### src/rtl/mem_arbiter.sv
// Data/fetch arbiter for one synchronous-read word memory.
// Data wins by default; a bounded wait counter hands fetch the port.
module mem_arbiter #(
  parameter int ADDR_W   = 10,
  parameter int DATA_W   = 32,
  parameter int MAX_WAIT = 4
) (
  input  logic                clk,
  input  logic                reset,
  input  logic                if_req,
  input  logic [ADDR_W-1:0]   if_addr,
  output logic                if_gnt,
  output logic                if_rvalid,
  output logic [DATA_W-1:0]   if_rdata,
  input  logic                d_req,
  input  logic                d_we,
  input  logic [DATA_W/8-1:0] d_be,
  input  logic [ADDR_W-1:0]   d_addr,
  input  logic [DATA_W-1:0]   d_wdata,
  output logic                d_gnt,
  output logic                d_rvalid,
  output logic [DATA_W-1:0]   d_rdata,
  output logic                mem_en,
  output logic                mem_we,
  output logic [DATA_W/8-1:0] mem_be,
  output logic [ADDR_W-1:0]   mem_addr,
  output logic [DATA_W-1:0]   mem_wdata,
  input  logic [DATA_W-1:0]   mem_rdata
);

  localparam int BE_W = DATA_W / 8;
  localparam logic [3:0] WAIT_LIM = 4'(MAX_WAIT);

  typedef enum logic [1:0] {
    OWN_NONE = 2'd0,
    OWN_IF   = 2'd1,
    OWN_D    = 2'd2
  } owner_e;

  owner_e      owner_q, owner_d;
  logic        wr_q, wr_d;
  logic [3:0]  wait_q, wait_d;
  logic        if_win;

  always_comb begin
    if_win = if_req & (~d_req | (wait_q >= WAIT_LIM));
    if_gnt = ~reset & if_win;
    d_gnt  = ~reset & d_req & ~if_win;
  end

  always_comb begin
    mem_en    = 1'b0;
    mem_we    = 1'b0;
    mem_be    = '0;
    mem_addr  = '0;
    mem_wdata = '0;
    unique case (1'b1)
      if_gnt: begin
        mem_en   = 1'b1;
        mem_be   = {BE_W{1'b1}};
        mem_addr = if_addr;
      end
      d_gnt: begin
        mem_en    = 1'b1;
        mem_we    = d_we;
        mem_be    = d_be;
        mem_addr  = d_addr;
        mem_wdata = d_wdata;
      end
      default: ;
    endcase
  end

  always_comb begin
    wait_d  = wait_q;
    owner_d = OWN_NONE;
    wr_d    = 1'b0;
    if (!if_req || if_gnt) begin
      wait_d = 4'd0;
    end else if (wait_q < WAIT_LIM) begin
      wait_d = wait_q + 4'd1;
    end
    if (if_gnt) begin
      owner_d = OWN_IF;
    end else if (d_gnt) begin
      owner_d = OWN_D;
      wr_d    = d_we;
    end
  end

  always_ff @(posedge clk or posedge reset) begin
    if (reset) begin
      owner_q <= OWN_NONE;
      wr_q    <= 1'b0;
      wait_q  <= 4'd0;
    end else begin
      owner_q <= owner_d;
      wr_q    <= wr_d;
      wait_q  <= wait_d;
    end
  end

  // Store acks carry no data, so the memory bus is masked for them.
  assign if_rvalid = (owner_q == OWN_IF);
  assign d_rvalid  = (owner_q == OWN_D);
  assign if_rdata  = if_rvalid ? mem_rdata : '0;
  assign d_rdata   = (d_rvalid && !wr_q) ? mem_rdata : '0;

endmodule

### config.mk
export PLATFORM = sky130hd
export DESIGN_NAME = mem_arbiter
export DESIGN_NICKNAME = d
export VERILOG_FILES = /design/src/rtl/mem_arbiter.sv
export SDC_FILE = /design/constraint.sdc
export NUM_CORES = 1
export LEC_CHECK = 0
export BUFFER_PORTS_ARGS = -buffer_cell sky130_fd_sc_hd__buf_2
export CAP_MARGIN = 20
export CORE_AREA = 2 2 81 83
export CTS_CLUSTER_DIAMETER = 40
export DETAILED_ROUTE_END_ITERATION = 8
export DIE_AREA = 0 0 83 85
export PLACE_DENSITY_LB_ADDON = 0.05
export SLEW_MARGIN = 20
export SYNTH_ARGS = -nofsm -noshare
export SYNTH_HDL_FRONTEND = slang
export SYNTH_SLANG_ARGS = --single-unit
### constraint.sdc
create_clock -name clk -period 2.8 [get_ports clk]
set_input_delay 0.42 -clock clk [delete_from_list [all_inputs] [get_ports clk]]
set_output_delay 0.42 -clock clk [all_outputs]
set_load 0.02 [all_outputs]
# == After elaboration in Yosys (flattened, before gate mapping) ==
# Cells that the tools add are included.
# word_totals
register_bits,7
in_bits,93
output_inout_bits,116
elab_cells,34
# op_classes
n_addsub,1
order_cmp,2
n_eq_ne,2
n_mux,12
n_bitwise,8
reduce_logical,6
# op_table
op,n
$mux 32,3
$pmux 10 s2,1
$mux 4,2
$pmux 4 s2,1
$add 4x1->4 const B,1
$and 1x1->1,4
$ge 4x3->1 const B,1
$lt 4x3->1 const B,1
$mux 2,2
$mux 1,3
$not 1->1,3
$eq 2x1->1 const B,1
$eq 2x2->1 const B,1
$logic_not 1->1,2
$reduce_bool 2->1,1
$reduce_or 2->1,1
$logic_and 1x1->1,1
$logic_or 1x1->1,1
$or 1x1->1,1

# == Logic depth before layout (Yosys ltp) ==
# Gate-level depths: netlist of the first run.
# depth
word_depth,7
ltp_mapped,5
mapped_depth_nobuf,3

# == Worst setup path before layout of the first run ==
# No wires, ideal clock.
# synth_path
kind,in2out
start,in if_req
end,out mem_wdata[10]
arrival_ps,1393
t_required_ps,2380
slack_ps,987
cell_stages,4
path_buffers,2
cell_sequence,buf_2 > o21a_1 > buf_2 > nor3b_1
# synth_via
elab_chain_len,4
# synth_lines
element,line_no,rtl
"start, declared",10,"input logic if_req,"
$and 1x1->1,46,if_win = if_req & (~d_req | (wait_q >= WAIT_LIM));
$not 1->1,48,d_gnt = ~reset & d_req & ~if_win;
$and 1x1->1,48,
$mux 32,57,unique case (1'b1)
"end, declared",27,"output logic [DATA_W-1:0] mem_wdata,"
# No other way between the ends.

# == Worst setup path after layout of the first run ==
# layout_path
start,reg wait_q[2]
end,out mem_addr[0]
# layout_via
elab_chain_len,6
elab_cells_between_ends,7
classes_between,1 x order compare; 1 x mux; 5 x bitwise
# layout_lines
element,line_no,rtl
"start, declared",42,"logic [3:0] wait_q, wait_d;"
"start signal, assigned",99,wait_q <= wait_d;
$ge 4x3->1 *,46,
$or 1x1->1 *,46,
$and 1x1->1 *,46,
$not 1->1,48,
$and 1x1->1,48,
$pmux 10 s2 *,57,
"end, declared",26,"output logic [ADDR_W-1:0] mem_addr,"
# Every way passes the cells marked *; elsewhere a longest branch is shown, timed or not.

==> impl_results.md, run 1 <==
* Most common library cell in the layout ignoring fill and taps: sky130_fd_sc_hd__buf_2
* Power density normalized to cell area at 227.6 mW/mm^2
* Top achievable clock speed at 472.6 MHz
* Post-route clock period utilization at 0.7557
* IO buf count at 208
* Total of hold buffers inserted after clock tree synthesis at 0
* Area growth from synthesis to final layout at 75.49%
* Antenna viol nets, final at 0
* Maximum ir drop on the vdd rail at 0.0001123 V
* Part of the Yosys area used for sequential elements at 0.1183
* Switching power total at 0.2384 mW
* Die height at 85 um
* Antenna violations before repair at 0
* Compound-cell area share of the yosys netlist at 0.09721
* Resize count post-CTS at 0
* Worst endpoint data arrival time at 1700 ps
* Diode count at 0
* Actual transition at the worst max-transition pin at 550.4 ps
* Net count of the mapped netlist at 285
* Number of clock buffers inserted by TritonCTS at 3
* Hold Crit Class: input port to asynchronous set/reset pin
* Number of primary I/O pins at 209
* Clock input transition at the sequential cells of the worst setup and hold paths at 40 ps
* Weighted congestion reported at the end of routability-driven placement at 0.7907
* Syn Area/Cell at 7.750 um^2
* Internal cell power at 0.3527 mW
* Worst endpoint required time at 2380 ps
* Share of layout cells above drive strength 1 at 0.6227
* Switching share of total power at 0.4034
* Primary FF master, synth: sky130_fd_sc_hd__dfrtp_1
* Die Wd at 83 um
* Via total after detailed routing at 2065
* Instance count of the mapped netlist at 191
* CP max FO at 47
* Clock buffer depth at 2
* Global route total overflow at 0
* Proportion of synthesized area in mux cells at 0
* Destination of the worst register-to-register timing path: wr_q
* Avg WL per Cell at 12.75 um
* Type of element launching the critical path: flop
* First-pass GRT wire length at 9121 um
* Half-perimeter wire length after detailed placement at 4828 um
* Nets at 482
* Warnings from Yosys at 0
* Number of global-route vias before repair at 1840
* Number of detailed-routing iterations run before antenna repair at 4
* Cell area after technology mapping at 0.001480 mm^2
* Final setup TNS at 0 ps
* Type of destination of the critical path: output pin
* Maximum number of pins on one net before global-route repair at 48
* Main combinational cell family by area after synthesis: simple AND/OR/NAND/NOR gates
* Worst-case register-to-register setup slack at 1410 ps
* Number of enable-type register cells in the synthesized netlist at 0
* DRC violation total after the first TritonRoute iteration at 37
* Max-slew violations at 0
* Static Leak at 1.550 nW
* Number of storage elements in the synthesis netlist at 7
* Proportion of power drawn by flip-flops and latches at 0.186
* Critical register-to-register path startpoint: wait_q[2]
* RSZ-0062 raised after global routing: false
* Routed Wire Length at 5914 um
* Die area at 0.007055 mm^2
* Post-Synth Adder-Cell Area at 0.008453
* Clock root buffer: sky130_fd_sc_hd__clkbuf_8
* Final worst slack at 684.1 ps
* Total of max-cap violations at 0
* Relative max-transition margin at 0.6331
* Slowest stage cell on the critical path: sky130_fd_sc_hd__dfrtp_1
* Initial Utilization at 0.2386
* Kind of critical path: flop to output pin
* Post-synthesis simple-gate area fraction at 0.6644
* Post-detailed-route via-to-cell ratio at 4.450
* Count of endpoints failing hold in the final timing report at 0
* Worst setup skew after layout at 1.484 ps
* Comb power frac at 0.568
* Cell variety after synth at 23
* Minimum clock period after layout at 2116 ps
* Clock tree from TritonCTS: built
* Final Setup Violations at 0
* Cell count of the worst reg-to-reg path at 3
* Post-synth ARST share at 1.000
* Worst setup timing slack at the placement stage at 775.6 ps
* Clock network fraction of total power at 0.246
* Post-synthesis share of cell area spent on xor and xnor gates at 0
* H-tree depth at 1
* Outcome: completed
* Number of design rule violations left after detail routing at 0
* Number of cell rows at 29
* Total routing resource utilization after global routing at 0.1547
* Most frequent cells in the layout: 208 x sky130_fd_sc_hd__buf_2, 64 x sky130_fd_sc_hd__and2_1, 20 x sky130_fd_sc_hd__nand3b_1
* Post CTS Setup Buffer Count at 0
* Delay of the slowest critical-path stage at 470 ps
* Floorplan Core Area at 0.006205 mm^2
* Series of cell instances along the critical path: o21a_2, buf_4, o22ai_1, buf_2
* Sinks on the clock net at 7
* Worst skew pair latency at 230 ps
## layout make-up
cell class                      count  area, um^2
Timing Repair Buffer              216        1114
Tap cell                           77       96.34
Sequential cell                     7       175.2
Inverter                            5       18.77
Multi-Input combinational cell    155        1149
Fill cell                         676        3607
Clock buffer                        4       45.04
## cells in the mapped netlist (2+ instances only)
| master | instances | share of area |
|---|---|---|
| sky130_fd_sc_hd__o2111ai_1 | 2 | 0.012 |
| sky130_fd_sc_hd__buf_4 | 3 | 0.015 |
| sky130_fd_sc_hd__nor2b_1 | 4 | 0.017 |
| sky130_fd_sc_hd__nand2b_1 | 2 | 0.0085 |
| sky130_fd_sc_hd__and2_1 | 64 | 0.27 |
| sky130_fd_sc_hd__dfrtp_1 | 7 | 0.12 |
| sky130_fd_sc_hd__nand3b_1 | 20 | 0.10 |
| sky130_fd_sc_hd__buf_2 | 6 | 0.020 |
| sky130_fd_sc_hd__o22ai_1 | 15 | 0.063 |
| sky130_fd_sc_hd__clkbuf_1 | 10 | 0.025 |
| sky130_fd_sc_hd__nor3b_2 | 18 | 0.15 |
| sky130_fd_sc_hd__inv_1 | 5 | 0.013 |
| sky130_fd_sc_hd__nor2_1 | 4 | 0.010 |
| sky130_fd_sc_hd__nor3b_1 | 18 | 0.091 |
| sky130_fd_sc_hd__buf_6 | 5 | 0.038 |
## critical path: cells and delay by family (launching register included)
family,cells,cell delay [ps]
AOI/OAI and AO/OA,2,350
buffers and inverters,2,630
DFF,1,470
## registers in the layout (all words and copies together), names as in the netlist
signal	cells
wr_q	1
wait_q	4
owner_q	2
## per-layer routing
layer  wire (um)  share of wire  track usage
met1        2243           0.38       0.1787
met2        3078           0.52       0.2837
met3         483          0.082      0.02724
met4         108          0.018      0.05961
met5           0              0            0
## stage by stage
step / cells / power, mW / area (um^2) / utilization / hold WS [ps]
after floorplan: 191 / 0.3078 / 1480 / - / 400.4
after global placement: 460 / 0.4508 / 2552 / 0.4114 / 549.9
after detailed placement: 460 / 0.4499 / 2552 / 0.4114 / 551.7
after CTS: 464 / 0.5999 / 2597 / 0.4186 / 359.1
after global routing: 464 / 0.6296 / 2597 / 0.4186 / 390.4
final: 464 / 0.5911 / 2597 / 0.4186 / 350.0
## logic make-up after synthesis
family	after synthesis
AOI/OAI and AO/OA	21
adders and majority gates	1
buffers and inverters	29
DFF	7
and+or+nand+nor	133
## worst max path at each step
stage,startpoint,to,slack (ps),depth (start not counted)
after floorplan,if_req,mem_wdata[10],990,4
after global placement,d_req,mem_wdata[10],810,5
after detailed placement,d_req,mem_wdata[12],780,5
after CTS,wait_q[2],mem_addr[6],660,4
after global routing,wait_q[2],mem_wdata[0],560,4
final,wait_q[2],mem_addr[0],680,4
## power groups by stage
stage / combinational [mW] / sequential, mW / clock [mW]
6_report: 0.336 / 0.110 / 0.145
5_1_grt: 0.365 / 0.111 / 0.153
4_1_cts: 0.339 / 0.110 / 0.150
3_5_place_dp: 0.338 / 0.112 / 0
3_3_place_gp: 0.339 / 0.112 / 0
2_1_floorplan: 0.198 / 0.110 / 0
Power figures use the tool's default switching activity.
==> run 2, diff against run 1 <==
clock period = 1.7 ns   (was 2.8 ns; I/O delays follow)
==> impl_results.md, run 2 (synthesis results as in run 1) <==
* Count of endpoints failing hold in the final timing report at 0 (unchanged)
* Relative max-transition margin at 0.8168 (was 0.6331)
* Family of cells with the greatest summed delay on the critical path: buffers and inverters (unchanged)
* Clock network fraction of total power at 0.225 (was 0.246)
* RSZ-0062 raised after global routing: true (was false)
* Post-route clock period utilization at 0.9882
* Die area at 0.007055 mm^2 (unchanged)
* Max FFs per register at 4 (unchanged)
* First-pass GRT wire length at 9432 um (was 9121 um)
* Diode count at 0 (unchanged)
* CP max FO at 16 (was 47)
* Area after DPL at 0.002600 mm^2 (was 0.002552 mm^2)
* Number of clock buffers inserted by TritonCTS at 3 (unchanged)
* Top flop regs: wait_q x4, owner_q x2, wr_q x1 (unchanged)
* Multi-input combinational cell area at 0.001179 mm^2 (was 0.001149 mm^2)
* Final setup TNS at 0 ps (unchanged)
* Comb power frac at 0.595 (was 0.568)
* Nets at 492 (was 482)
* Die Wd at 83 um (unchanged)
* Final Instance Count excl. Fillers at 474 (was 464)
* Worst setup timing slack at the placement stage at 167.4 ps (was 775.6 ps)
* Most frequent cells in the layout: 186 x sky130_fd_sc_hd__buf_2, 64 x sky130_fd_sc_hd__and2_1, 31 x sky130_fd_sc_hd__buf_4 (was 208 x sky130_fd_sc_hd__buf_2, 64 x sky130_fd_sc_hd__and2_1, 20 x sky130_fd_sc_hd__nand3b_1)
* Finished Cell Area at 0.002849 mm^2 (was 0.002597 mm^2)
* Sinks on the clock net at 7 (unchanged)
* Worst setup skew after layout at 4.779 ps (was 1.484 ps)
* Kind of critical path: flop to output pin (unchanged)
* Total of max-cap violations at 0 (unchanged)
* Register with the most flip-flops: wait_q (unchanged)
* DRC violation total after the first TritonRoute iteration at 40 (was 37)
* Switching share of total power at 0.3866 (was 0.4034)
* Hold Crit Class: input port to asynchronous set/reset pin (unchanged)
* Worst skew pair latency at 220 ps (was 230 ps)
* Final worst slack at 20.00 ps (was 684.1 ps)
* Number of cell rows at 29 (unchanged)
* Series of cell instances along the critical path: buf_4, nor3b_2, buf_6, o22ai_1, buf_2 (was o21a_2, buf_4, o22ai_1, buf_2)
* Outcome: completed (unchanged)
* Antenna violations before repair at 0 (unchanged)
* Static Leak at 1.639 nW (was 1.550 nW)
* Type of destination of the critical path: output pin (unchanged)
* Initial Utilization at 0.2386 (unchanged)
* IO buf count at 208 (unchanged)
* Weighted congestion reported at the end of routability-driven placement at 0.8118 (was 0.7907)
* Slowest stage cell on the critical path: sky130_fd_sc_hd__dfrtp_1 (unchanged)
* Avg WL per Cell at 13.08 um (was 12.75 um)
* Minimum clock period after layout at 1680 ps
* Crit path buffers/inverters at 3 (was 2)
* Most common library cell in the layout ignoring fill and taps: sky130_fd_sc_hd__buf_2 (unchanged)
* Filler cells at 644 (was 676)
* Clock root buffer: sky130_fd_sc_hd__clkbuf_8 (unchanged)
* Flip-flop and latch area at 175.2 um^2 (unchanged)
* Post-detailed-route via-to-cell ratio at 4.435 (was 4.450)
* Overall power after layout at 1.013 mW (was 0.5911 mW)
* Area growth from synthesis to final layout at 92.48% (was 75.49%)
* Via total after detailed routing at 2102 (was 2065)
* Share of layout cells above drive strength 1 at 0.6423 (was 0.6227)
* Antenna viol nets, final at 0 (unchanged)
* Total routing resource utilization after global routing at 0.1579 (was 0.1547)
* Post-Place Cells at 463 (was 460)
* Type of element launching the critical path: flop (unchanged)
* Number of design rule violations left after detail routing at 0 (unchanged)
* Half-perimeter wire length after detailed placement at 4802 um (was 4828 um)
* Total of hold buffers inserted after clock tree synthesis at 0 (unchanged)
* Clock tree from TritonCTS: built (unchanged)
* Maximum number of pins on one net before global-route repair at 42 (was 48)
* Number of detailed-routing iterations run before antenna repair at 4 (unchanged)
* Internal cell power at 0.6211 mW (was 0.3527 mW)
* Number of global-route vias before repair at 1874 (was 1840)
* Maximum ir drop on the vdd rail at 0.0003274 V (was 0.0001123 V)
* Actual transition at the worst max-transition pin at 274.5 ps (was 550.4 ps)
* Clock buffer depth at 2 (unchanged)
* Delay of the slowest critical-path stage at 390 ps (was 470 ps)
* Top achievable clock speed at 595.2 MHz
* Proportion of power drawn by flip-flops and latches at 0.180 (was 0.186)
* Max-slew violations at 0 (unchanged)
* Die height at 85 um (unchanged)
* Final Setup Violations at 0 (unchanged)
* Clock input transition at the sequential cells of the worst setup and hold paths at 40 ps (about the same)
* Power density normalized to cell area at 355.4 mW/mm^2 (was 227.6 mW/mm^2)
* Routed Wire Length at 6199 um (was 5914 um)
* Global route total overflow at 0 (unchanged)
* Worst endpoint required time at 1440 ps (was 2380 ps)
* Switching power total at 0.3914 mW (was 0.2384 mW)
* H-tree depth at 1 (unchanged)
* Floorplan Core Area at 0.006205 mm^2 (unchanged)
* Number of primary I/O pins at 209 (unchanged)
* Worst endpoint data arrival time at 1430 ps (was 1700 ps)
==> run 2: cell types whose count changed in the layout (fill, tap and decap cells not counted), moves of 2 or more <==
cell,change
sky130_fd_sc_hd__buf_4,+24
sky130_fd_sc_hd__buf_2,-22
sky130_fd_sc_hd__buf_6,+3
sky130_fd_sc_hd__nor3b_1,-3
sky130_fd_sc_hd__buf_12,+2
sky130_fd_sc_hd__clkbuf_16,+2
sky130_fd_sc_hd__nor3b_2,+2
==> run 2: area by class of cell <==
| class | instances | share of cell area |
|---|---|---|
| repair buffers | 226 | 0.4686 |
| multi-input cells | 155 | 0.4137 |
| flip-flops and latches | 7 | 0.06148 |
| well taps | 77 | 0.03382 |
| clock buffers | 4 | 0.01581 |
| inverters | 5 | 0.006588 |
==> run 2: metrics by stage <==
stage / utilization / hold slack, ps
CTS: 0.4342 / 226.8
global route: 0.4592 / 264.6
floorplan: - / 235.4
detailed placement: 0.4190 / 464.0
finish: 0.4592 / 226.1
global placement: 0.4190 / 472.0
==> run 2: metal layers <==
layer,track usage,share of wire
met1,0.1967,0.39
met2,0.2881,0.53
met3,0.03113,0.081
met4,0.02235,0.0058
met5,0,0
==> run 2: path summary, 6_finish.rpt <==
| check | from | end | slack, ps | depth (start not counted) |
|---|---|---|---|---|
| setup / recovery | wait_q[2] | mem_be[0] | 20 | 5 |
| hold / removal | reset | wait_q[1] | 230 | 3 |
| setup reg to reg | wait_q[2] | wait_q[0] | 440 | 3 |
| hold reg to reg | wait_q[1] | wait_q[1] | 570 | 2 |
| max in group asynchronous | reset | wr_q | 1250 | 3 |
| min in group clk | d_we | wr_q | 320 | 2 |
==> run 2: worst reg2reg max path, cell delays in order, from the launching register on <==
cell and delay [ps]:
sky130_fd_sc_hd__dfrtp_1 390, sky130_fd_sc_hd__buf_4 170, sky130_fd_sc_hd__or4b_1 510, sky130_fd_sc_hd__o21ai_1 130
==> run 2: power groups by stage <==
stage / logic [mW] / registers [mW] / clock network, mW
global route: 0.653 / 0.182 / 0.248
global placement: 0.569 / 0.182 / 0
detailed placement: 0.567 / 0.183 / 0
finish: 0.603 / 0.182 / 0.228
CTS: 0.572 / 0.181 / 0.233
floorplan: 0.326 / 0.181 / 0
==> run 2: repair_timing <==
| action | in CTS | in global routing |
|---|---|---|
| setup buffers | 2 | 2 |
| cloned | 1 | 2 |
| pin swaps | 1 | 3 |
| resized for setup | 2 | 30 |
| setup endpoints to repair | 33 | 62 |
